<file path="src/rtl/div_repeated_sub_if.sv">
// ============================================================================
//  Module      : div_repeated_sub_if
//  Description : Operand/result bundle for the repeated-subtraction divider.
//                The abort line is present only when DIV_ABORT_EN is defined.
//  Revision    : 1.0  initial release
// ============================================================================
`default_nettype none

interface div_repeated_sub_if #(
    parameter int WIDTH = 16
);
    logic             start;
    logic [WIDTH-1:0] data_in;
`ifdef DIV_ABORT_EN
    logic             abort;
`endif
    logic [WIDTH-1:0] quotient;
    logic [WIDTH-1:0] remainder;
    logic             busy;
    logic             done;
    logic             err;

    // Requester side: issues operands, observes results
    modport master (
        output start,
        output data_in,
`ifdef DIV_ABORT_EN
        output abort,
`endif
        input  quotient,
        input  remainder,
        input  busy,
        input  done,
        input  err
    );

    // Divider side
    modport slave (
        input  start,
        input  data_in,
`ifdef DIV_ABORT_EN
        input  abort,
`endif
        output quotient,
        output remainder,
        output busy,
        output done,
        output err
    );
endinterface

`default_nettype wire

</file>
<file path="src/rtl/div_repeated_sub.sv">
// ============================================================================
//  Module      : div_repeated_sub
//  Description : Unsigned divider by repeated subtraction. Dividend and
//                divisor arrive on a shared bus on consecutive edges; the
//                quotient counts the subtractions performed.
//                Optional feature macro: DIV_ABORT_EN (adds abort input).
//  Revision    : 1.0  initial release
// ============================================================================
`default_nettype none

module div_repeated_sub #(
    parameter int WIDTH = 16
) (
    input  wire logic         clk,
    input  wire logic         rst_n,
    div_repeated_sub_if.slave bus
);

    typedef enum logic [1:0] {
        S_IDLE = 2'd0,
        S_LDB  = 2'd1,
        S_SUB  = 2'd2,
        S_DONE = 2'd3
    } state_t;

    localparam logic [WIDTH-1:0] C_ONE  = {{(WIDTH-1){1'b0}}, 1'b1};
    localparam logic [WIDTH-1:0] C_ZERO = {WIDTH{1'b0}};
    localparam logic [WIDTH-1:0] C_ONES = {WIDTH{1'b1}};

    state_t           r_state;
    state_t           w_state_nxt;
    logic [WIDTH-1:0] r_rem;
    logic [WIDTH-1:0] w_rem_nxt;
    logic [WIDTH-1:0] r_quo;
    logic [WIDTH-1:0] w_quo_nxt;
    logic [WIDTH-1:0] r_dvs;
    logic [WIDTH-1:0] w_dvs_nxt;
    logic             r_err;
    logic             w_err_nxt;
    logic             w_ge;
    logic [WIDTH-1:0] w_diff;

    // State and datapath registers; reset discards any operation in flight
    always_ff @(posedge clk or negedge rst_n) begin
        if (!rst_n) begin
            r_state <= S_IDLE;
            r_rem   <= C_ZERO;
            r_quo   <= C_ZERO;
            r_dvs   <= C_ZERO;
            r_err   <= 1'b0;
        end else begin
            r_state <= w_state_nxt;
            r_rem   <= w_rem_nxt;
            r_quo   <= w_quo_nxt;
            r_dvs   <= w_dvs_nxt;
            r_err   <= w_err_nxt;
        end
    end

    // Next-state and datapath update selection
    always_comb begin
        w_state_nxt = r_state;
        w_rem_nxt   = r_rem;
        w_quo_nxt   = r_quo;
        w_dvs_nxt   = r_dvs;
        w_err_nxt   = r_err;
        w_ge        = (r_rem >= r_dvs);
        w_diff      = r_rem - r_dvs;

        case (r_state)
            S_IDLE, S_DONE: begin
                if (bus.start) begin
                    w_rem_nxt   = bus.data_in;
                    w_quo_nxt   = C_ZERO;
                    w_err_nxt   = 1'b0;
                    w_state_nxt = S_LDB;
                end
            end
            S_LDB: begin
                // A zero divisor finishes at once with an all-ones quotient
                if (bus.data_in == C_ZERO) begin
                    w_err_nxt   = 1'b1;
                    w_quo_nxt   = C_ONES;
                    w_state_nxt = S_DONE;
                end else begin
                    w_dvs_nxt   = bus.data_in;
                    w_state_nxt = S_SUB;
                end
            end
            S_SUB: begin
                // Subtract only when it cannot underflow
                if (w_ge) begin
                    w_rem_nxt = w_diff;
                    w_quo_nxt = r_quo + C_ONE;
                end else begin
                    w_state_nxt = S_DONE;
                end
            end
            default: w_state_nxt = S_IDLE;
        endcase

`ifdef DIV_ABORT_EN
        // Abort overrides every LDB/SUB decision and leaves no result behind
        if (((r_state == S_LDB) || (r_state == S_SUB)) && bus.abort) begin
            w_state_nxt = S_IDLE;
            w_quo_nxt   = C_ZERO;
            w_rem_nxt   = C_ZERO;
            w_err_nxt   = 1'b0;
        end
`endif
    end

    assign bus.quotient  = r_quo;
    assign bus.remainder = r_rem;
    assign bus.err       = r_err;
    assign bus.busy      = (r_state == S_LDB) || (r_state == S_SUB);
    assign bus.done      = (r_state == S_DONE);

endmodule

`default_nettype wire

</file>
<file path="src/flat_wrapper.sv">
// flat-port wrapper written by rule: the top's interface ports become plain ports
module div_repeated_sub_flat 
#(
    parameter int WIDTH = 16
)
  (clk, rst_n, bus_start, bus_data_in, bus_quotient, bus_remainder, bus_busy, bus_done, bus_err);
  div_repeated_sub_if #(.WIDTH(WIDTH)) bus_i ();
  input  wire logic clk;
  input  wire logic rst_n;
  input wire logic [$bits(bus_i.start)-1:0] bus_start;
  input wire logic [$bits(bus_i.data_in)-1:0] bus_data_in;
  output wire logic [$bits(bus_i.quotient)-1:0] bus_quotient;
  output wire logic [$bits(bus_i.remainder)-1:0] bus_remainder;
  output wire logic [$bits(bus_i.busy)-1:0] bus_busy;
  output wire logic [$bits(bus_i.done)-1:0] bus_done;
  output wire logic [$bits(bus_i.err)-1:0] bus_err;
  assign bus_i.start = bus_start;
  assign bus_i.data_in = bus_data_in;
  assign bus_quotient = bus_i.quotient;
  assign bus_remainder = bus_i.remainder;
  assign bus_busy = bus_i.busy;
  assign bus_done = bus_i.done;
  assign bus_err = bus_i.err;
  div_repeated_sub #(.WIDTH(WIDTH)) u_core (.clk(clk), .rst_n(rst_n), .bus(bus_i));
endmodule
</file>
<file path="config.mk">
export PLATFORM = sky130hd
export DESIGN_NAME = div_repeated_sub_flat
export DESIGN_NICKNAME = d
export VERILOG_FILES = /design/src/rtl/div_repeated_sub_if.sv /design/src/rtl/div_repeated_sub.sv /design/src/flat_wrapper.sv
export SDC_FILE = /design/constraint.sdc
export NUM_CORES = 1
export LEC_CHECK = 0
export CORE_ASPECT_RATIO = 1.1
export CORE_MARGIN = 1.5
export CORE_UTILIZATION = 50
export CTS_CLUSTER_DIAMETER = 150
export DETAILED_ROUTE_END_ITERATION = 8
export PLACE_DENSITY = 0.74
export SYNTH_ARGS = -nofsm -noshare
export SYNTH_HDL_FRONTEND = slang
export SYNTH_SLANG_ARGS = --single-unit
</file>
<file path="constraint.sdc">
create_clock -name clk -period 2.95 [get_ports clk]
set_clock_uncertainty 0.1 [all_clocks]
set_input_delay 0.885 -clock clk [delete_from_list [all_inputs] [get_ports clk]]
set_output_delay 0.885 -clock clk [all_outputs]
set_load 0.01 [all_outputs]
</file>
# Word level (Yosys, flattened, before mapping)
# Cells that the tools add are included.
# Widths: inputs -> output; s select.
# op_classes
n_eq_ne,7
order_cmp,1
addsub,2
mux,14
bitwise_logic,1
reduce_logical,11
# op_table
cell,n
$mux 16,5
$pmux 16 s3,1
$pmux 16 s2,1
$add 16x1->16 const B,1
$ge 16x16->1,1
$logic_not 16->1,1
$sub 16x16->16,1
$reduce_and 3->1,3
$pmux 2 s3,1
$eq 2x2->1 const B,2
$mux 2,2
$ne 2x1->1 const B,2
$ne 2x2->1 const B,2
$reduce_and 2->1,2
$reduce_bool 2->1,2
$mux 1,3
$eq 2x1->1 const B,1
$logic_not 2->1,1
$pmux 1 s2,1
$reduce_or 2->1,1
$logic_or 1x1->1,1
$not 1->1,1
# word_totals
out_inout_bits,35
inputBits,19
register_bits,51
wordCells,41

# Longest topological paths before layout
# Gate-level depths: netlist of run 1.
# logic_depth
depth_word,4
mapped_depth,12
mapped_depth_nobuf,10

# Worst setup path before layout of run 1
# Ideal clock, no wire load.
# synth_timing
kind,register to register
startpoint,"reg u_core.r_rem[0], in the netlist u_core.bus.remainder[0]"
endpoint,"reg u_core.r_rem[3], in the netlist u_core.bus.remainder[3]"
n_path_buf,1
synth_period_minus_slack_ps,2669
setup_time_ps,125
slack_ps,281
arrival_ps,2444
required_time_ps,2725
stages_incl_launch_ff,12
cell_sequence,dfrtp_1 -> inv_1 -> ha_1 -> inv_1 -> fa_1 -> a211oi_2 -> o21ai_1 -> a211o_1 -> o21ai_4 -> nor2_2 -> buf_6 -> mux2_4
# synth_via
elab_chain_cells,3
word_cells_on_any_way,6
cone_classes,add/sub: 1; order compare: 1; eq/ne: 1; mux: 2; reduce/logical: 1
# synth_lines
item,line,text
from (decl),div_repeated_sub.sv:32,logic [WIDTH-1:0] r_rem;
from (signal assigned),div_repeated_sub.sv:53,r_rem <= w_rem_nxt;
$sub 16x16->16 / $ge 16x16->1 (equally long branches),"div_repeated_sub.sv:68, div_repeated_sub.sv:67",
$mux 16 / $ne 2x1->1 (equally long branches),n/a,
$pmux 16 s2 / $reduce_and 3->1 (equally long branches),n/a,
# Several ways; a longest one is shown, not always the timed one. The select of a mux whose other input is x is not followed.
# A chain may end at the register's enable or synchronous reset.

# Worst setup path after layout of run 1
# layout_timing
startpoint,"reg u_core.r_rem[0], in the netlist u_core.bus.remainder[0]"
endpoint,"reg u_core.r_rem[10], in the netlist u_core.bus.remainder[10]"
# The elaborated chain is that of the path after synthesis.

==> results of run 1 <==
## layer usage
layer | vias up | routed length [µm]
met1 | 1664 | 4439
met3 | 17 | 483
met4 | 0 | 184
met5 | - | 0
li1 | 1689 | -
met2 | 109 | 4405
## critical path: cells and delay by family (launching register included)
kind	cells	cell delay [ns]
AOI/OAI and AO/OA	6	1.32
adders and majority gates	2	0.60
buffers and inverters	3	0.32
DFF	1	0.39
## area by class of cell
class	count	area, µm²
Fill cell	621	2550
Multi-Input combinational cell	325	2061
Sequential cell	51	1276
Timing Repair Buffer	75	728.2
Inverter	34	127.6
Tap cell	85	106.4
Clock buffer	6	82.58
Clock inverter	2	35.03
## worst max-delay path by stage
stage,start,end,cells after the start
after floorplan,u_core.bus.remainder[0],u_core.bus.remainder[3],11
after global placement,bus_data_in[9],u_core.bus.quotient[0],7
after detailed placement,bus_data_in[10],u_core.r_dvs[6],9
after CTS,u_core.bus.remainder[0],u_core.bus.quotient[9],10
after global routing,u_core.bus.remainder[0],u_core.bus.quotient[9],10
final,u_core.bus.remainder[0],u_core.bus.remainder[10],11
## where the power goes
group / leakage, nW / internal, mW / switching, mW
registers: 0.635 / 1.00 / 0.208
logic: 1.19 / 1.90 / 2.57
clock network: 0.0612 / 0.275 / 0.246
## metrics by stage
step | worst slack, ns | power [mW] | cell area (µm²)
6_report | 0.1595 | 6.202 | 4417
5_1_grt | 0.01270 | 6.749 | 4417
4_1_cts | 0.1180 | 6.169 | 4415
3_5_place_dp | -0.01580 | 5.620 | 4298
3_3_place_gp | 0.04648 | 5.523 | 4298
2_1_floorplan | 0.2812 | 4.252 | 3556
## cells by family after synthesis
family | count (synthesis) | synth area share [%]
compound gates | 152 | 26.64
simple gates | 136 | 19.00
buf+inv | 54 | 6.193
xor+xnor | 5 | 1.232
flops | 51 | 35.89
mux | 11 | 3.448
fa+ha+maj | 21 | 7.600
## sequential cells by signal (all words and copies together) (netlist names)
signal	count
u_core.r_state	2
u_core.bus.err	1
u_core.r_dvs	16
u_core.bus.quotient	16
u_core.bus.remainder	16
## timing repair
item | 4_1_cts | 5_1_grt
setup buffers | 0 | 0
gates resized for setup | 0 | 1
setup endpoints to repair | 0 | 14
hold endpoints to repair | 0 | 0
## cells in the final DEF (no fill, tap or decap), drive strengths merged, types with 12 or more instances in the layout
cell type	n
o21ai	71
clkdlybuf4s50	52
nand2	53
inv	34
a31oi	12
buf	23
dfrtp	51
a21oi	19
ha	20
nor2	20
==> metrics.txt, run 1 <==
H-tree depth=2; post-detail-place hpwl=6848 µm; R2R cell count=11; Chip Width=83.41 µm; gr usage total=25.63%; first-pass GRT wire length=16,080 µm; pwr dens=1404 nW/µm²; Yosys warning count=0; Ports=54; Clk Latency, worst-skew pair=0.31 ns; data arrival time of the critical path=2.94 ns; core area=6967 µm²; Synth async-reset ratio=100.0%; initial drt markers=224; Synth top area share=35.89%; Synth top cells by count=o21ai_0, nand2_1, dfrtp_1, inv_1, ha_1; Rows=32; CP max-delay cell=fa_1; Vias/cell=6.019; max cap viols=0; post-synthesis area per instance=8.270 µm²; nets@finish=532; Non-Filler Instances=578; CTS hold repair buffers=0; CP Max Fanout=6; status=complete, no violations; Post-synth EDFFs=0; Num Clock Sinks=51; Req. time, crit path=3.10 ns; #FFs+latches synth=51; main area contributors after synthesis=dfrtp_1, o21ai_0, ha_1; R2R setup slack=0.16 ns; sequential area share after synthesis=35.89%; global routing's busiest layer=met2; slew at the pin closest to its max-slew limit=0.8247 ns; area leader, netlist=dfrtp_1; Routed Antenna Nets=0; FF-to-FF Start=u_core.bus.remainder[0]; critical path class=reg2reg; Port Buffer Count=53; initial antenna violation count=0; synth-to-layout area growth=24.21%; Top cell by count, worst path=inv_1; hold_ws=0.4041 ns; CTS max path bufs=2; via count=3,479; vias in the first global route=3,302; CTS root buf=clkbuf_8; Final Wtd Congestion=0.8709; final hold viol count=0; Worst Hold Class=reg2reg; Unique masters post-synth=60; achievable clock frequency=358.4 MHz; Synth Flop Type=dfrtp_1; RSZ-0062 raised after global routing=no; largest net degree at the start of global routing=39; most common cell in the netlist=o21ai_0; cells along the critical path=inv_1 -> ha_1 -> inv_1 -> fa_1 -> a211oi_2 -> o21ai_1 -> a211o_1 -> o21a_2 -> buf_4 -> a21boi_0 -> a31o_2; Max-slew headroom=44.91%; routed wire length=9513 µm; Final Setup Violations=0; Gate Count Post-Synth=430; Final min period=2.790 ns; VDD IR-drop max=0.7441 mV; met1 usage=34.29%; critical path endpoint category=register; total negative setup slack=0 ns; Residual DRC=0; Tcrit/Tclk final=94.59%; GR Overflow Total=0; placed insts=570; Die Span Y=91.45 µm; Starting Density=51.04%; post-layout util=63.40%; leakage power=1.885 nW; Worst R2R End=u_core.bus.remainder[10]; die area=7627 µm²; startpoint types=register; CTS tree=yes; Worst Hold Depth=2; Worst Hold Path EP=u_core.r_dvs[0]; layout cells sized above 1=9.331%; mapped cell area=3556 µm²; Mapped Nets=470; drt first pass iters=5; Inserted Clock Buffers=5; met2 Usage GRT=42.21%; Slew Viols, Final=0; CP peak stage delay=0.43 ns; Worst Hold Launch=u_core.r_dvs[0]; met3 Track Usage GR=3.818%; Clock transition at path regs=0.10 ns; WL/cell=16.46 µm; Diodes inserted=0
(Power assumes the default switching activity.)
==> run 2: changes to the inputs <==
--- a/config.mk
+++ b/config.mk
@@ -7,10 +7,10 @@
 export LEC_CHECK = 0
 export CORE_ASPECT_RATIO = 1.1
 export CORE_MARGIN = 1.5
-export CORE_UTILIZATION = 50
+export CORE_UTILIZATION = 45
 export CTS_CLUSTER_DIAMETER = 150
 export DETAILED_ROUTE_END_ITERATION = 8
-export PLACE_DENSITY = 0.74
+export PLACE_DENSITY = 0.67
 export SYNTH_ARGS = -nofsm -noshare
 export SYNTH_HDL_FRONTEND = slang
 export SYNTH_SLANG_ARGS = --single-unit
==> metrics.txt, run 2 (synthesis gave the netlist of run 1 again) <==
post-CTS setup buffer count=0 (unchanged); core area=7556 µm² (+8.5%); leakage power=1.849 nW (-1.9%); first-pass GRT wire length=15,890 µm (-1.2%); data arrival time of the critical path=2.88 ns (-0.06 ns); Tcrit/Tclk final=94.74% (+0.15 points); CTS max path bufs=2 (unchanged); Routed Antenna Nets=0 (unchanged); WL/cell=16.27 µm (-1.1%); initial antenna violation count=0 (unchanged); Placement Cell Area=4285 µm² (-0.29%); slew at the pin closest to its max-slew limit=0.9363 ns (+0.1116 ns); vias in the first global route=3,125 (-5.4%); Slew Viols, Final=0 (unchanged); Worst Hold Class=reg2reg; R2R cell count=10 (-1); RSZ-0062 raised after global routing=no; Vias/cell=5.809 (-3.5%); post-layout util=57.89% (-5.5 points); Max-slew headroom=37.58% (-7.3 points); most common cell after layout, fill and taps aside=o21ai_0; Clk pwr share=7.0% (-1.4 points); placed insts=590 (+3.5%); sequential share of power=20.0% (+0.5 points); CP Max Fanout=16 (+10); Residual DRC=0 (unchanged); VDD IR-drop max=0.7478 mV (+0.50%); achievable clock frequency=357.8 MHz (-0.15%); Clock transition at path regs=0.10 ns (about the same); Final min period=2.795 ns (+0.004325 ns); layout cells sized above 1=9.128% (-0.20 points); Sw Pwr=3.031 mW (+0.32%); startpoint types=register; initial drt markers=169 (-25%); gr usage total=24.24% (-1.4 points); post-detail-place hpwl=7228 µm (+5.5%); Clk Latency, worst-skew pair=0.31 ns (about the same); die area=8445 µm² (+11%); Chip Width=87.76 µm (+5.2%); Non-Filler Instances=598 (+3.5%); Final Setup Violations=0 (unchanged); Diodes inserted=0 (unchanged); synth-to-layout area growth=23.01%; Worst Hold Depth=2 (unchanged); status=complete, no violations; via count=3,474 (-0.14%); Num Clock Sinks=51 (unchanged); Inserted Clock Buffers=5 (unchanged); Rows=33 (+3.1%); Gates resized, CTS repair=0 (unchanged); Starting Density=47.06% (-4.0 points); drt first pass iters=5 (unchanged); Pint=3.033 mW (-4.7%); Layout fillers=717 (+15%); post-route cell area=4374 µm² (-0.96%); final hold viol count=0 (unchanged); CTS tree=yes; commonest cells after routing, fill and taps aside=o21ai_0, nand2_1, clkdlybuf4s50_1, dfrtp_1, inv_1; GR Overflow Total=0 (unchanged); Die Span Y=96.23 µm (+5.2%); Ports=54 (unchanged); H-tree depth=2 (unchanged); routed wire length=9729 µm (+2.3%); Port Buffer Count=53 (unchanged); Logic pwr share=73.0% (+0.9 points); Req. time, crit path=3.04 ns (-0.06 ns); total negative setup slack=0 ns (unchanged); critical path endpoint category=register; critical path class=reg2reg; Final Wtd Congestion=0.8853 (+1.7%); pwr dens=1386 nW/µm² (-1.3%); Total Power=6.064 mW (-2.2%); largest net degree at the start of global routing=40 (+2.6%); CTS root buf=clkbuf_8; max cap viols=0 (unchanged); nets@finish=532 (unchanged); CTS hold repair buffers=0 (unchanged); Net Sw Frac=49.99% (+1.3 points)
==> run 2: cell types whose count changed in the layout (fill, tap and decap cells not counted) <==
| cell | delta |
|---|---|
| buf_12 | -3 |
| buf_4 | +3 |
| clkinvlp_4 | +2 |
| bufinv_16 | -1 |
| clkbuf_8 | -1 |
| o21a_1 | +1 |
| o21a_2 | -1 |
==> run 2: area by class of cell <==
type | instances | area, µm² | share of cell area [%]
Multi-Input combinational cell | 325 | 2059 | 47.08
Sequential cell | 51 | 1276 | 29.18
Timing Repair Buffer | 75 | 690.7 | 15.79
Tap cell | 105 | 131.4 | 3.003
Inverter | 34 | 127.6 | 2.918
Clock buffer | 5 | 68.82 | 1.573
Clock inverter | 3 | 20.02 | 0.4577
==> run 2: power groups by stage <==
| stage | Clock [mW] | Combinational [mW] | Sequential [mW] |
|---|---|---|---|
| 5_1_grt | 0.459 | 4.91 | 1.25 |
| 6_report | 0.424 | 4.43 | 1.21 |
| 2_1_floorplan | 0 | 3.01 | 1.24 |
| 3_5_place_dp | 0 | 4.38 | 1.22 |
| 4_1_cts | 0.439 | 4.40 | 1.21 |
| 3_3_place_gp | 0 | 4.32 | 1.22 |
==> run 2: metrics by stage <==
stage          hold WS [ns]  setup slack, ns
2_1_floorplan        0.3497           0.2812
3_3_place_gp         0.3793           0.1094
3_5_place_dp         0.3843          0.07032
4_1_cts              0.4117           0.1637
5_1_grt              0.4323          0.03308
6_report             0.4114           0.1552
==> run 2: critical path, cell delays in order, from the launching register on <==
cell	delay (ns)
dfrtp_1	0.39
inv_1	0.07
ha_1	0.16
inv_1	0.05
fa_1	0.40
a211oi_2	0.24
o21ai_1	0.17
a211o_1	0.33
o21a_1	0.29
nand2_2	0.30
o21ai_0	0.16
==> run 2: metal layers <==
layer	wire [µm]	global-route usage [%]	vias up
met5	0	0	-
met4	145	5.688	0
met3	588	3.259	14
met2	4573	38.49	134
met1	4423	34.85	1639
li1	-	-	1687
==> run 2: final timing paths <==
check | startpoint | to | slack, ns
hold reg to reg | u_core.r_dvs[0] | u_core.r_dvs[0] | 0.41
min in group asynchronous | rst_n | u_core.r_dvs[15] | 0.61
setup / recovery | u_core.bus.remainder[0] | u_core.bus.quotient[6] | 0.16
max in group asynchronous | rst_n | u_core.bus.remainder[6] | 1.43
setup reg to reg | u_core.bus.remainder[0] | u_core.bus.quotient[6] | 0.16
hold / removal | u_core.r_dvs[0] | u_core.r_dvs[0] | 0.41
